<file path="src/rtl/me_mb_scheduler.sv">
// me_mb_scheduler
// Walks a frame in raster order, one macroblock at a time. For each macroblock
// it asks the loader to fill the memories, starts the motion-estimation
// controller, captures the best SAD/MV and hands the result to a consumer
// using a valid/ready handshake.
//
// Ports
//   clk, reset          : clock, synchronous active-high reset
//   frame_go, r_cfg     : frame start request and search range (latched at start)
//   load_req / load_ack : loader handshake for macroblock (mb_x, mb_y)
//   me_go, me_r         : ME controller start pulse and latched search range
//   me_done, best_sad,
//   best_mv             : ME completion pulse with its result
//   mb_x, mb_y          : current macroblock coordinates
//   res_valid/res_ready,
//   res_sad/mv/mbx/mby  : result payload handshake
//   busy, frame_done    : activity flag and end-of-frame pulse
//   wd_err              : sticky ME timeout flag (only with ME_WATCHDOG_EN)
//
// Build option: define ME_WATCHDOG_EN to bound the wait for me_done.

module me_mb_scheduler #(
    parameter int unsigned MB_COLS = 4,
    parameter int unsigned MB_ROWS = 4
) (
    input  logic        clk,
    input  logic        reset,
    input  logic        frame_go,
    input  logic [1:0]  r_cfg,
    output logic        load_req,
    input  logic        load_ack,
    output logic        me_go,
    output logic [1:0]  me_r,
    input  logic        me_done,
    input  logic [15:0] best_sad,
    input  logic [7:0]  best_mv,
    output logic [7:0]  mb_x,
    output logic [7:0]  mb_y,
    output logic        res_valid,
    input  logic        res_ready,
    output logic [15:0] res_sad,
    output logic [7:0]  res_mv,
    output logic [7:0]  res_mbx,
    output logic [7:0]  res_mby,
    output logic        busy,
    output logic        frame_done
`ifdef ME_WATCHDOG_EN
    ,
    output logic        wd_err
`endif
);

    localparam int unsigned COORD_W = 8;
    localparam int unsigned SAD_W   = 16;
    localparam int unsigned MV_W    = 8;
    localparam int unsigned R_W     = 2;
    localparam logic [COORD_W-1:0] LAST_X = COORD_W'(MB_COLS - 1);
    localparam logic [COORD_W-1:0] LAST_Y = COORD_W'(MB_ROWS - 1);

    typedef enum logic [2:0] {
        IDLE    = 3'd0,
        LOAD    = 3'd1,
        GO      = 3'd2,
        WAIT_ME = 3'd3,
        RESULT  = 3'd4,
        ADVANCE = 3'd5,
        FDONE   = 3'd6
    } state_t;

    state_t state_q, state_d;

    logic               load_req_q,   load_req_d;
    logic               me_go_q,      me_go_d;
    logic               res_valid_q,  res_valid_d;
    logic               busy_q,       busy_d;
    logic               frame_done_q, frame_done_d;
    logic [R_W-1:0]     me_r_q,       me_r_d;
    logic [COORD_W-1:0] mb_x_q,       mb_x_d;
    logic [COORD_W-1:0] mb_y_q,       mb_y_d;
    logic [SAD_W-1:0]   res_sad_q,    res_sad_d;
    logic [MV_W-1:0]    res_mv_q,     res_mv_d;
    logic [COORD_W-1:0] res_mbx_q,    res_mbx_d;
    logic [COORD_W-1:0] res_mby_q,    res_mby_d;

    logic last_mb_c;
    logic wd_expired_c;

    assign last_mb_c = (mb_x_q == LAST_X) && (mb_y_q == LAST_Y);

`ifdef ME_WATCHDOG_EN
    localparam int unsigned WD_W = 13;
    logic [WD_W-1:0] wd_cnt_q, wd_cnt_d;
    logic            wd_err_q, wd_err_d;

    // Counter sits at zero outside WAIT_ME, so it starts fresh on every entry.
    assign wd_expired_c = (wd_cnt_q == {WD_W{1'b1}});

    always_comb begin
        wd_cnt_d = '0;
        wd_err_d = wd_err_q;
        if (state_q == WAIT_ME) begin
            wd_cnt_d = wd_cnt_q + WD_W'(1);
        end
        if (state_q == IDLE && frame_go) begin
            wd_err_d = 1'b0;
        end else if (state_q == WAIT_ME && !me_done && wd_expired_c) begin
            wd_err_d = 1'b1;
        end
    end

    always_ff @(posedge clk) begin
        if (reset) begin
            wd_cnt_q <= '0;
            wd_err_q <= 1'b0;
        end else begin
            wd_cnt_q <= wd_cnt_d;
            wd_err_q <= wd_err_d;
        end
    end

    assign wd_err = wd_err_q;
`else
    assign wd_expired_c = 1'b0;
`endif

    // State register.
    always_ff @(posedge clk) begin
        if (reset) begin
            state_q <= IDLE;
        end else begin
            state_q <= state_d;
        end
    end

    // Next-state logic.
    always_comb begin
        state_d = state_q;
        case (state_q)
            IDLE:    if (frame_go) state_d = LOAD;
            LOAD:    if (load_ack) state_d = GO;
            GO:      state_d = WAIT_ME;
            WAIT_ME: if (me_done || wd_expired_c) state_d = RESULT;
            RESULT:  if (res_ready) state_d = ADVANCE;
            ADVANCE: state_d = last_mb_c ? FDONE : LOAD;
            FDONE:   state_d = IDLE;
            default: state_d = IDLE;
        endcase
    end

    // Control outputs are decoded from the next state so they come out of flops
    // aligned with the state they belong to.
    always_comb begin
        load_req_d   = (state_d == LOAD);
        me_go_d      = (state_d == GO);
        res_valid_d  = (state_d == RESULT);
        busy_d       = (state_d != IDLE);
        frame_done_d = (state_d == FDONE);
    end

    // Datapath: range latch, coordinate walk and result capture.
    always_comb begin
        me_r_d    = me_r_q;
        mb_x_d    = mb_x_q;
        mb_y_d    = mb_y_q;
        res_sad_d = res_sad_q;
        res_mv_d  = res_mv_q;
        res_mbx_d = res_mbx_q;
        res_mby_d = res_mby_q;
        case (state_q)
            IDLE: begin
                if (frame_go) begin
                    me_r_d = r_cfg;
                    mb_x_d = '0;
                    mb_y_d = '0;
                end
            end
            WAIT_ME: begin
                if (me_done) begin
                    res_sad_d = best_sad;
                    res_mv_d  = best_mv;
                    res_mbx_d = mb_x_q;
                    res_mby_d = mb_y_q;
                end else if (wd_expired_c) begin
                    res_sad_d = {SAD_W{1'b1}};
                    res_mv_d  = '0;
                    res_mbx_d = mb_x_q;
                    res_mby_d = mb_y_q;
                end
            end
            ADVANCE: begin
                // Last macroblock parks the coordinates at (0,0) instead of
                // stepping mb_y past the frame.
                if (last_mb_c) begin
                    mb_x_d = '0;
                    mb_y_d = '0;
                end else if (mb_x_q == LAST_X) begin
                    mb_x_d = '0;
                    mb_y_d = mb_y_q + COORD_W'(1);
                end else begin
                    mb_x_d = mb_x_q + COORD_W'(1);
                end
            end
            default: ;
        endcase
    end

    always_ff @(posedge clk) begin
        if (reset) begin
            load_req_q   <= 1'b0;
            me_go_q      <= 1'b0;
            res_valid_q  <= 1'b0;
            busy_q       <= 1'b0;
            frame_done_q <= 1'b0;
            me_r_q       <= '0;
            mb_x_q       <= '0;
            mb_y_q       <= '0;
            res_sad_q    <= '0;
            res_mv_q     <= '0;
            res_mbx_q    <= '0;
            res_mby_q    <= '0;
        end else begin
            load_req_q   <= load_req_d;
            me_go_q      <= me_go_d;
            res_valid_q  <= res_valid_d;
            busy_q       <= busy_d;
            frame_done_q <= frame_done_d;
            me_r_q       <= me_r_d;
            mb_x_q       <= mb_x_d;
            mb_y_q       <= mb_y_d;
            res_sad_q    <= res_sad_d;
            res_mv_q     <= res_mv_d;
            res_mbx_q    <= res_mbx_d;
            res_mby_q    <= res_mby_d;
        end
    end

    assign load_req   = load_req_q;
    assign me_go      = me_go_q;
    assign res_valid  = res_valid_q;
    assign busy       = busy_q;
    assign frame_done = frame_done_q;
    assign me_r       = me_r_q;
    assign mb_x       = mb_x_q;
    assign mb_y       = mb_y_q;
    assign res_sad    = res_sad_q;
    assign res_mv     = res_mv_q;
    assign res_mbx    = res_mbx_q;
    assign res_mby    = res_mby_q;

endmodule

</file>
<file path="config.mk">
export PLATFORM = sky130hd
export DESIGN_NAME = me_mb_scheduler
export DESIGN_NICKNAME = d
export VERILOG_FILES = /design/src/rtl/me_mb_scheduler.sv
export SDC_FILE = /design/constraint.sdc
export NUM_CORES = 1
export LEC_CHECK = 0
export CELL_PAD_IN_SITES_DETAIL_PLACEMENT = 2
export CELL_PAD_IN_SITES_GLOBAL_PLACEMENT = 2
export CORE_AREA = 4 4 106 108
export DETAILED_ROUTE_END_ITERATION = 10
export DIE_AREA = 0 0 110 112
export PLACE_DENSITY = 0.91
export SYNTH_ARGS = -nofsm -noshare
export SYNTH_HDL_FRONTEND = slang
export SYNTH_SLANG_ARGS = --single-unit
</file>
<file path="constraint.sdc">
create_clock -name clk -period 4.22 [get_ports clk]
set_input_delay 1.266 -clock clk [delete_from_list [all_inputs] [get_ports clk]]
set_output_delay 1.266 -clock clk [all_outputs]
set_load 0.005 [all_outputs]
</file>
==> summary.md <==
| Metric | Value |
|---|---|
| Router iterations before antenna repair | 4 |
| Longest Clk Path Bufs | 2 |
| Top fanout value on the critical path | 7 |
| Post-CTS setup repair buffer count | 0 |
| Library cells used by synthesis | 46 |
| CTS clock-pin slew for the worst setup and hold paths | 0.07 ns |
| WP data required | 4.48 ns |
| Commonest non-fill, non-tap cell in the layout | sky130_fd_sc_hd__nand2_1 |
| Seq/Total Area, Yosys | 0.4884 |
| Starting density of the core | 0.2644 |
| Slew Limit Fails | 0 |
| Largest family of logic cells by synthesized area | simple AND/OR/NAND/NOR gates |
| Hold WC Path Type | flip-flop to flip-flop |
| Iteration-0 DRC count of the detailed router | 107 |
| Initial antenna violation count | 0 |
| Area added between synthesis and finish | 45.74% |
| Multiplexer fraction of the synthesized cell area | 0.01110 |
| Adder and majority gate portion of the synthesized area | 0.009251 |
| Type of the worst setup path | primary input to flip-flop |
| CORE AREA | 0.01023 mm2 |
| Final core utilization | 0.3853 |
| Vertical die dimension | 112 um |
| Overall overflow remaining after global route | 0 |
| DP Cell Count | 543 |
| Arrival @ worst endpoint | 3.13 ns |
| Syn Nets | 366 |
| Run status | complete, no violations |
| Setup repair after global routing missed its margin | no |
| Antenna-violating nets left | 0 |
| Deepest level of the CTS H-tree | 3 |
| Nature of the critical path endpoint | flip-flop |
| Max-slew headroom | 0.4271 |
| Via-to-Cell Ratio | 4.878 |
| Largest stage delay on the critical path | 0.50 ns |
| Max-cap check violation count | 0 |
| # rows | 37 |
| Power Dens Cells | 322.0 mW/mm2 |
| Cell chain of the critical path | clkdlybuf4s50_1 > nor4b_4 > a31o_2 > o211ai_4 > or3_1 > a31oi_1 |
| Chip Width | 110 um |
| Final setup fails | 0 |
| Clock Sinks | 66 |
| Worst ir drop on vdd | 0.0001274 V |
| Share of the clock period used by the worst path after layout | 0.6813 |
| Warning count from the yosys run | 0 |
| RD Place Congestion | 0.8023 |
| Vias in the first global route | 2966 |
| Number of flip-flops and latches in the synthesized netlist | 66 |
| CP bufs+invs | 1 |
| Number of buffers inserted by port buffering | 94 |
| Most used DFF post-synth | sky130_fd_sc_hd__dfxtp_1 |
| Total wire length after detailed routing | 9.781 mm |
| Clock latency on the worst-skew pair | 0.33 ns |
| Resize count post-CTS | 0 |
| Total CTS buffers | 9 |
| Worst Max-Slew Pin Slew | 0.8584 ns |
| Power consumption | 1.269 mW |
| Global-route wire length before repair | 15.96 mm |
| Compound-Gate Fraction of Synth Area | 0.1869 |
| Average instance area after synthesis | 8.148 um2 |
| Largest net degree at the start of global routing | 46 |
| HPWL after detailed placement | 7.053 mm |
| Die ar. | 0.01232 mm2 |
| Clock Skews | 0.007410 ns |
| Hold Vio Cnt, Final | 0 |
| Minimum period implied by the final worst setup slack | 2.875 ns |
| Worst Hold Margin | 0.4571 ns |
| Fraction of final layout cells with drive strength greater than 1 | 0.07601 |
| Diodes inserted | 0 |
| Slowest stage cell on the critical path | sky130_fd_sc_hd__clkdlybuf4s50_1 |
| Leakage | 1.330 nW |
| Final-stage net count | 452 |
| Via count | 2717 |
| Share of the synthesized netlist area taken by xor and xnor gates | 0 |
| Total I/O pin count | 95 |
| Clock tree root buffer cell | sky130_fd_sc_hd__clkbuf_8 |
| CTS tree | done |
| Wire length per cell after detailed routing | 17.56 um |
| Area fraction in and, or, nand and nor cells after synthesis | 0.2673 |
| Count of unresolved DRC violations after routing | 0 |
| Number of non-filler instances in the completed layout | 557 |
| Number of synthesized flops with an enable pin | 0 |
| Category of the worst setup path launch point | primary input |
| Cell family with most CP delay | simple AND/OR/NAND/NOR gates |
| Commonest cells after routing, fill and taps aside | sky130_fd_sc_hd__nand2_1 (94), sky130_fd_sc_hd__clkdlybuf4s50_1 (93), sky130_fd_sc_hd__dfxtp_1 (66), sky130_fd_sc_hd__a21oi_1 (52), sky130_fd_sc_hd__nor2_1 (12) |
| Share of synthesized flip-flops with an asynchronous set or reset | 0 |
| CTS Hold Buffers Added | 0 |
| Max frequency | 0.3478 GHz |
| Post-synth design cell area | 0.002705 mm2 |
| Number of instances in the synthesized netlist | 332 |
| GRT Overall Usage | 0.1657 |
| Fin Setup TNS | 0 ns |
==> power by group <==
part           total [mW]  switching [mW]  internal, mW
logic               0.100          0.0472        0.0531
registers           0.640         0.00878         0.631
clock network       0.529           0.233         0.297
total                1.27           0.289         0.981
==> logic make-up (layout without fill, tap and decap cells) <==
group | after synthesis | count (layout)
buffers and inverters | 26 | 115
AND/OR/NAND/NOR | 154 | 154
AO/OA/AOI/OAI | 81 | 81
flip-flops | 66 | 66
multiplexers | 3 | 3
adder cells (fa/ha/maj) | 2 | 2
==> metal layers <==
layer  global-route usage  wire length [um]  part of all wire  vias up
met2               0.2876              4957              0.51       67
met4              0.05403               161             0.016        0
li1                     -                 -                 -     1310
met3              0.03826               479             0.049       14
met5                    0                 0                 0        -
met1               0.1985              4183              0.43     1326
==> metrics by stage <==
stage	cell area (um2)	setup slack, ns
after CTS	3943	1.350
after global routing	3943	1.240
after global placement	3751	1.105
after detailed placement	3751	1.022
final	3943	1.345
after floorplan	2705	1.736
==> synthesized netlist by cell type, types with 2 or more instances <==
cell type / instances / area share
sky130_fd_sc_hd__buf_2: 2 / 0.0037
sky130_fd_sc_hd__o311a_1: 2 / 0.0074
sky130_fd_sc_hd__nand3b_1: 2 / 0.0055
sky130_fd_sc_hd__a311o_1: 2 / 0.0074
sky130_fd_sc_hd__o21ai_0: 4 / 0.0074
sky130_fd_sc_hd__dfxtp_1: 66 / 0.49
sky130_fd_sc_hd__nor3b_1: 2 / 0.0055
sky130_fd_sc_hd__nand3_1: 8 / 0.015
sky130_fd_sc_hd__nor2_1: 12 / 0.017
sky130_fd_sc_hd__and3_1: 6 / 0.014
sky130_fd_sc_hd__o41ai_1: 2 / 0.0065
sky130_fd_sc_hd__a31oi_1: 2 / 0.0046
sky130_fd_sc_hd__nor3_1: 7 / 0.013
sky130_fd_sc_hd__a21oi_1: 52 / 0.096
sky130_fd_sc_hd__ha_1: 2 / 0.0092
sky130_fd_sc_hd__or2_2: 5 / 0.012
sky130_fd_sc_hd__and2_1: 2 / 0.0046
sky130_fd_sc_hd__inv_1: 5 / 0.0069
sky130_fd_sc_hd__a311oi_1: 2 / 0.0065
sky130_fd_sc_hd__clkbuf_1: 19 / 0.026
sky130_fd_sc_hd__a31o_2: 2 / 0.0065
sky130_fd_sc_hd__a41oi_1: 3 / 0.0097
sky130_fd_sc_hd__nand2b_1: 5 / 0.012
sky130_fd_sc_hd__mux2i_1: 3 / 0.011
sky130_fd_sc_hd__nand2_1: 94 / 0.13
==> tightest hold or removal path, cell delays in order, from the launching register on <==
cell and delay, ns:
sky130_fd_sc_hd__dfxtp_1 0.31, sky130_fd_sc_hd__nand2_1 0.05, sky130_fd_sc_hd__a21oi_1 0.05
==> flip-flops by register name (all words and copies together), names as in the netlist <==
signal / count
res_sad: 16
mb_x: 8
mb_y: 8
res_mbx: 8
res_mby: 8
res_mv: 8
state_q: 3
me_r: 2
busy: 1
frame_done: 1
load_req: 1
me_go: 1
res_valid: 1
==> cell type report <==
class	instances	area [um2]
Fill cell	1152	6289
Sequential cell	66	1321
Multi-Input combinational cell	240	1290
Timing Repair Buffer	96	950.9
Tap cell	136	170.2
Clock buffer	11	151.4
Clock inverter	3	40.04
Inverter	5	18.77
==> worst paths after layout <==
check	startpoint	endpoint	slack [ns]	depth (start not counted)
worst min-delay path	res_sad[7]$_SDFFE_PP0P_	res_sad[7]$_SDFFE_PP0P_	0.46	2
worst max-delay path	frame_go	mb_y[7]$_SDFFE_PP0P_	1.35	6
worst max register to register	mb_x[0]$_SDFFE_PP0P_	mb_y[3]$_SDFFE_PP0P_	1.60	6
worst min register to register	res_sad[7]$_SDFFE_PP0P_	res_sad[7]$_SDFFE_PP0P_	0.46	2
No activity file was read; power rests on OpenSTA's default activity.
